===== src/rtl/sdff_vc_pkg.sv =====
// sdff_vc_pkg: shared check indices, event layout and helpers for the scan-flop violation capture
package sdff_vc_pkg;
  localparam int CHK_D = 0;
  localparam int CHK_TI = 1;
  localparam int CHK_TE = 2;
  localparam int NCHK = 3;
  localparam int STAMP_W_DEF = 16;
  localparam int EV_W = NCHK + STAMP_W_DEF;
  typedef struct packed {
    logic [NCHK-1:0] mask;
    logic [STAMP_W_DEF-1:0] stamp;
  } ev_t;
  function automatic logic [1:0] popcnt3(input logic [NCHK-1:0] v);
    return 2'(v[0]) + 2'(v[1]) + 2'(v[2]);
  endfunction
endpackage


===== src/rtl/sdff_vc_fifo.sv =====
// sdff_vc_fifo: sync FIFO (clk, rst_n async low; i_push/i_data in, i_pop out; o_data head, o_full, o_empty)
module sdff_vc_fifo #(
  parameter int W = 19,
  parameter int DEPTH = 4
) (
  input  logic         clk,
  input  logic         rst_n,
  input  logic         i_push,
  input  logic [W-1:0] i_data,
  input  logic         i_pop,
  output logic [W-1:0] o_data,
  output logic         o_full,
  output logic         o_empty
);
  localparam int AW = $clog2(DEPTH);
  logic [W-1:0] r_mem [DEPTH];
  logic [AW:0] r_wp, r_rp;
  logic w_wr, w_rd;
  assign o_empty = r_wp == r_rp;
  assign o_full = (r_wp[AW] != r_rp[AW]) && (r_wp[AW-1:0] == r_rp[AW-1:0]);
  assign w_rd = i_pop & !o_empty;
  // a full FIFO still accepts a write when a read frees a slot in the same cycle
  assign w_wr = i_push & (!o_full | w_rd);
  assign o_data = r_mem[r_rp[AW-1:0]];
  always_ff @(posedge clk or negedge rst_n) begin
    if (!rst_n) begin
      r_wp <= '0;
      r_rp <= '0;
    end else begin
      r_wp <= r_wp + (AW+1)'(w_wr);
      r_rp <= r_rp + (AW+1)'(w_rd);
    end
  end
  always_ff @(posedge clk) begin
    if (w_wr) r_mem[r_wp[AW-1:0]] <= i_data;
  end
endmodule


===== src/rtl/sdff_violation_capture.sv =====
// sdff_violation_capture: scan-mux capture with notifier-driven corruption flag, event FIFO, counter (CP/CDN clock/reset; dD/dTI/dTE data; NTF_* notifiers; Q/QX capture; EV_* event stream; VIO_CNT/OVF status)
module sdff_violation_capture
  import sdff_vc_pkg::*;
#(
  parameter int FIFO_DEPTH = 4,
  parameter int STAMP_W = 16,
  parameter int CNT_W = 8
) (
  input  logic               CP,
  input  logic               CDN,
  input  logic               dD,
  input  logic               dTI,
  input  logic               dTE,
  input  logic               NTF_D,
  input  logic               NTF_TI,
  input  logic               NTF_TE,
  input  logic               CLR,
  output logic               Q,
  output logic               QX,
  output logic               EV_VALID,
  input  logic               EV_READY,
  output logic [NCHK-1:0]    EV_MASK,
  output logic [STAMP_W-1:0] EV_STAMP,
  output logic [CNT_W-1:0]   VIO_CNT,
  output logic               OVF
);
  logic [NCHK-1:0] w_nf, r_nf_q, w_tog;
  logic r_prime;
  logic [STAMP_W-1:0] r_stamp;
  logic w_te0, w_te1, w_xsel, w_push, w_pop, w_full, w_empty, w_drop;
  logic [CNT_W-1:0] w_base;
  logic [CNT_W:0] w_sum;
  // X/Z on a notifier reads as 0 so an unknown notifier never fakes a toggle
  assign w_nf[CHK_D] = (NTF_D === 1'b1);
  assign w_nf[CHK_TI] = (NTF_TI === 1'b1);
  assign w_nf[CHK_TE] = (NTF_TE === 1'b1);
  assign w_tog = r_prime ? (w_nf ^ r_nf_q) : '0;
  assign w_te0 = (dTE === 1'b0);
  assign w_te1 = (dTE === 1'b1);
  // unknown select only matters when the two mux inputs disagree
  assign w_xsel = !w_te0 && !w_te1 && (dD !== dTI);
  assign w_push = |w_tog;
  assign EV_VALID = !w_empty;
  assign w_pop = EV_VALID & EV_READY;
  assign w_drop = w_push & w_full & !w_pop;
  assign w_base = CLR ? '0 : VIO_CNT;
  assign w_sum = {1'b0, w_base} + (CNT_W+1)'(popcnt3(w_tog));
  always_ff @(posedge CP or negedge CDN) begin
    if (!CDN) begin
      r_nf_q <= '0;
      r_prime <= 1'b0;
      r_stamp <= '0;
      Q <= 1'b0;
      QX <= 1'b0;
      VIO_CNT <= '0;
      OVF <= 1'b0;
    end else begin
      r_nf_q <= w_nf;
      r_prime <= 1'b1;
      r_stamp <= r_stamp + 1'b1;
      Q <= w_te0 ? dD : w_te1 ? dTI : (w_xsel ? 1'b0 : dD);
      QX <= w_xsel | (w_tog[CHK_D] & w_te0) | (w_tog[CHK_TI] & w_te1) | w_tog[CHK_TE];
      VIO_CNT <= w_sum[CNT_W] ? '1 : w_sum[CNT_W-1:0];
      OVF <= (OVF & !CLR) | w_drop;
    end
  end
  sdff_vc_fifo #(.W(NCHK + STAMP_W), .DEPTH(FIFO_DEPTH)) u_fifo (
    .clk(CP),
    .rst_n(CDN),
    .i_push(w_push),
    .i_data({w_tog, r_stamp}),
    .i_pop(w_pop),
    .o_data({EV_MASK, EV_STAMP}),
    .o_full(w_full),
    .o_empty(w_empty)
  );
endmodule


===== config.mk =====
export PLATFORM = sky130hd
export DESIGN_NAME = sdff_violation_capture
export DESIGN_NICKNAME = d
export VERILOG_FILES = /design/src/rtl/sdff_vc_pkg.sv /design/src/rtl/sdff_vc_fifo.sv /design/src/rtl/sdff_violation_capture.sv
export SDC_FILE = /design/constraint.sdc
export NUM_CORES = 1
export LEC_CHECK = 0
export CAP_MARGIN = 10
export CORE_MARGIN = 2
export CORE_UTILIZATION = 60
export CTS_BUF_LIST = sky130_fd_sc_hd__clkbuf_4 sky130_fd_sc_hd__clkbuf_8
export DETAILED_ROUTE_END_ITERATION = 16
export PLACE_DENSITY = 0.83
export SYNTH_ARGS = -nofsm -noshare
export SYNTH_HDL_FRONTEND = slang
export SYNTH_SLANG_ARGS = --single-unit

===== constraint.sdc =====
create_clock -name CP -period 11.2 [get_ports CP]
set_input_delay 1.68 -clock CP [delete_from_list [all_inputs] [get_ports CP]]
set_output_delay 1.68 -clock CP [all_outputs]
set_load 0.005 [all_outputs]

==> results.ini <==
[final_layout]
areaGrowthSynthToFinish_pct = 22.1
mostFrequentLayoutCells = 76 x edfxtp_1, 40 x clkdlybuf4s50_1, 37 x dfrtp_1, 21 x clkbuf_8, 19 x mux4_2
layout_commonest_cell = edfxtp_1
diodes = 0
layout-drive-gt1-share_pct = 19.6
fin_nets = 333

[placement]
port-buffer-count = 40
place_congestion = 0.736
dp_hpwl_microns = 4870

[logic_synthesis]
synth_top_cell_by_area = edfxtp_1
yosys-top-cells-area = edfxtp_1 51%, dfrtp_1 21%, mux4_2 9.6%, xor2_1 3.3%, ha_1 2.5%
ys_seq_area_share_pct = 71.8
synth_area_sq_mm = 0.00447
synth_cells = 253
ys_warn_count = 0
syn_nets = 273
ys.flop_type = edfxtp_1
synth_enable_flop_cells = 76
async_flop_share_pct = 32.7
netlist.area_leader.share_pct = 51.1
synth_seq_cells = 113
syn_area_per_cell_sq_um = 17.7
yosysUniqueCellTypes = 38

[routing]
drt_pre_antenna_iters = 4
drt_iter0_markers = 165
vias = 2441
via_per_inst = 5.74
ant_nets = 0
drc = 0
wl_microns = 7740
wire_per_inst_microns = 18.2

[clock_tree]
insertion_delay_ns = 0.42
cts-root-buf = clkbuf_8
clock_path_buffers = 2
htreeDepth = 4
cts.sinks = 113
clk_pin_slew_ns = 0.06
cts_resized = 0
postCtsSetupBuffers = 0
cts_tree = done
cts_made_buffers = 17
cts_hold_buf = 0

[timing]
post-route-period-util_pct = 37.9
maxSlewHeadroom_pct = 32.9
skew_ns = 0.00798
rsz0062_at_grt = no
report.final.slew_viol_count = 0
finalHoldViolCount = 0
holdWs_ns = 0.504
worst_slew_pin_slew_ns = 1.01
fin_setup_tns_ns = 0
finalSetupViolCount = 0
period_needed_ns = 4.24
fmax_ghz = 0.236

[setup_path]
crit_arrival_ns = 2.56
cpPeakStageDelay_ns = 0.78
crit_family = buffers and inverters
path_cells = buf_4, mux4_2, clkdlybuf4s50_1
critPathLaunchType = register
cp_slowest_cell = dfrtp_1
required_ns = 9.52
end_kind = output pin
critPathKind = register to output pin
cp_max_fo = 11
crit_buf_inv = 2

[min_path]
hold_path.class = register to register

[floorplanning]
top_level_ports = 41
rows = 31
die_h_microns = 90.3
dieArea_sq_mm = 0.00815
coreArea_sq_mm = 0.00721
die_width_microns = 90.3
start_util_pct = 61.9

[global_routing]
grt_pass1_vias = 2629
overflow = 0
antenna_found_initial = 0
grt_start_max_net_pins = 38
grt_pass1_wl_microns = 12900
grt_usage_pct = 21.4

[power]
max-vdd-ir-drop_v = 0.000150
p_leak_nw = 2.07
power.density_mw_per_mm2 = 249

[run]
maxCapViolCount = 0

[status]
status = finished clean

-- power by group --
part	total, mW	switching [mW]	internal [mW]	leakage (nW)
combinational	0.354	0.137	0.216	0.671
clock	0.399	0.147	0.252	0.225
sequential	0.606	0.0608	0.545	1.18
-- synthesized netlist by cell type (2+ instances only) --
master    instances
edfxtp_1         76
xnor2_1           5
mux4_2           19
xor2_1           17
mux2_2            2
ha_1              9
nor4_1            6
nor3_1            9
nor2_1            5
a31oi_1           4
o21bai_1          2
inv_1             9
a21oi_1           4
o21ai_0           2
nand4_1           3
nor4b_1           2
nand3_1           9
dfrtp_1          37
and3_1            2
nor2b_1           4
buf_2             2
or3_1             2
nand2_1           8
-- registers in the layout (all words and copies together) (netlist names) --
name and cells:
QX 1, u_fifo.r_wp 3, r_prime 1, Q 1
r_stamp 16, OVF 1, u_fifo.r_rp 3, r_nf_q 3
u_fifo.r_mem 76, VIO_CNT 8
-- final timing paths --
check | from | to | slack [ns] | cells past startpoint
setup reg to reg | u_fifo.r_rp[1] | u_fifo.r_mem[2][0] | 8.21 | 4
hold reg to reg | u_fifo.r_rp[2] | u_fifo.r_rp[2] | 0.50 | 1
max in group asynchronous | CDN | r_stamp[9] | 9.17 | 2
hold / removal | u_fifo.r_rp[2] | u_fifo.r_rp[2] | 0.50 | 1
setup / recovery | u_fifo.r_rp[0] | EV_STAMP[6] | 6.96 | 3
min in group asynchronous | CDN | Q | 1.68 | 2
-- kinds of logic (layout without fill, tap and decap cells) --
| kind of cell | after synthesis | in the layout | share of synthesized area, % |
|---|---|---|---|
| buf+inv | 14 | 87 | 1.48 |
| xor+xnor | 22 | 22 | 4.31 |
| mux | 21 | 21 | 10.1 |
| compound gates | 16 | 16 | 2.21 |
| flops | 113 | 113 | 71.8 |
| fa+ha+maj | 10 | 10 | 2.97 |
| other cells | 1 | 1 | 0.0840 |
| simple gates | 56 | 56 | 7.03 |
-- cell type report --
class | instances | area (sq um)
sequential | 113 | 3210
fill | 429 | 1760
multi-input combinational | 126 | 1220
timing repair buffer | 46 | 445
clock buffer | 25 | 319
tap | 99 | 124
clock inverter | 7 | 109
inverter | 9 | 33.8
-- layer usage --
| layer | vias up | part of all wire, % | global-route usage, % |
|---|---|---|---|
| li1 | 1103 | - | - |
| met1 | 1247 | 40 | 25.5 |
| met2 | 72 | 52 | 35.0 |
| met3 | 19 | 5.3 | 6.51 |
| met4 | 0 | 2.7 | 12.1 |
| met5 | - | 0 | 0 |
-- through the flow --
| step | setup WS, ns | power [mW] | util [%] | cells | area, sq um |
|---|---|---|---|---|---|
| after floorplan | 6.36 | 0.789 | - | 253 | 4470 |
| after global placement | 6.84 | 0.961 | 69.7 | 393 | 5030 |
| after detailed placement | 6.79 | 0.972 | 69.7 | 393 | 5030 |
| after CTS | 6.87 | 1.37 | 75.6 | 425 | 5460 |
| after global routing | 6.80 | 1.43 | 75.6 | 425 | 5460 |
| final | 6.96 | 1.36 | 75.6 | 425 | 5460 |
No activity file was read; power rests on OpenSTA's default activity.
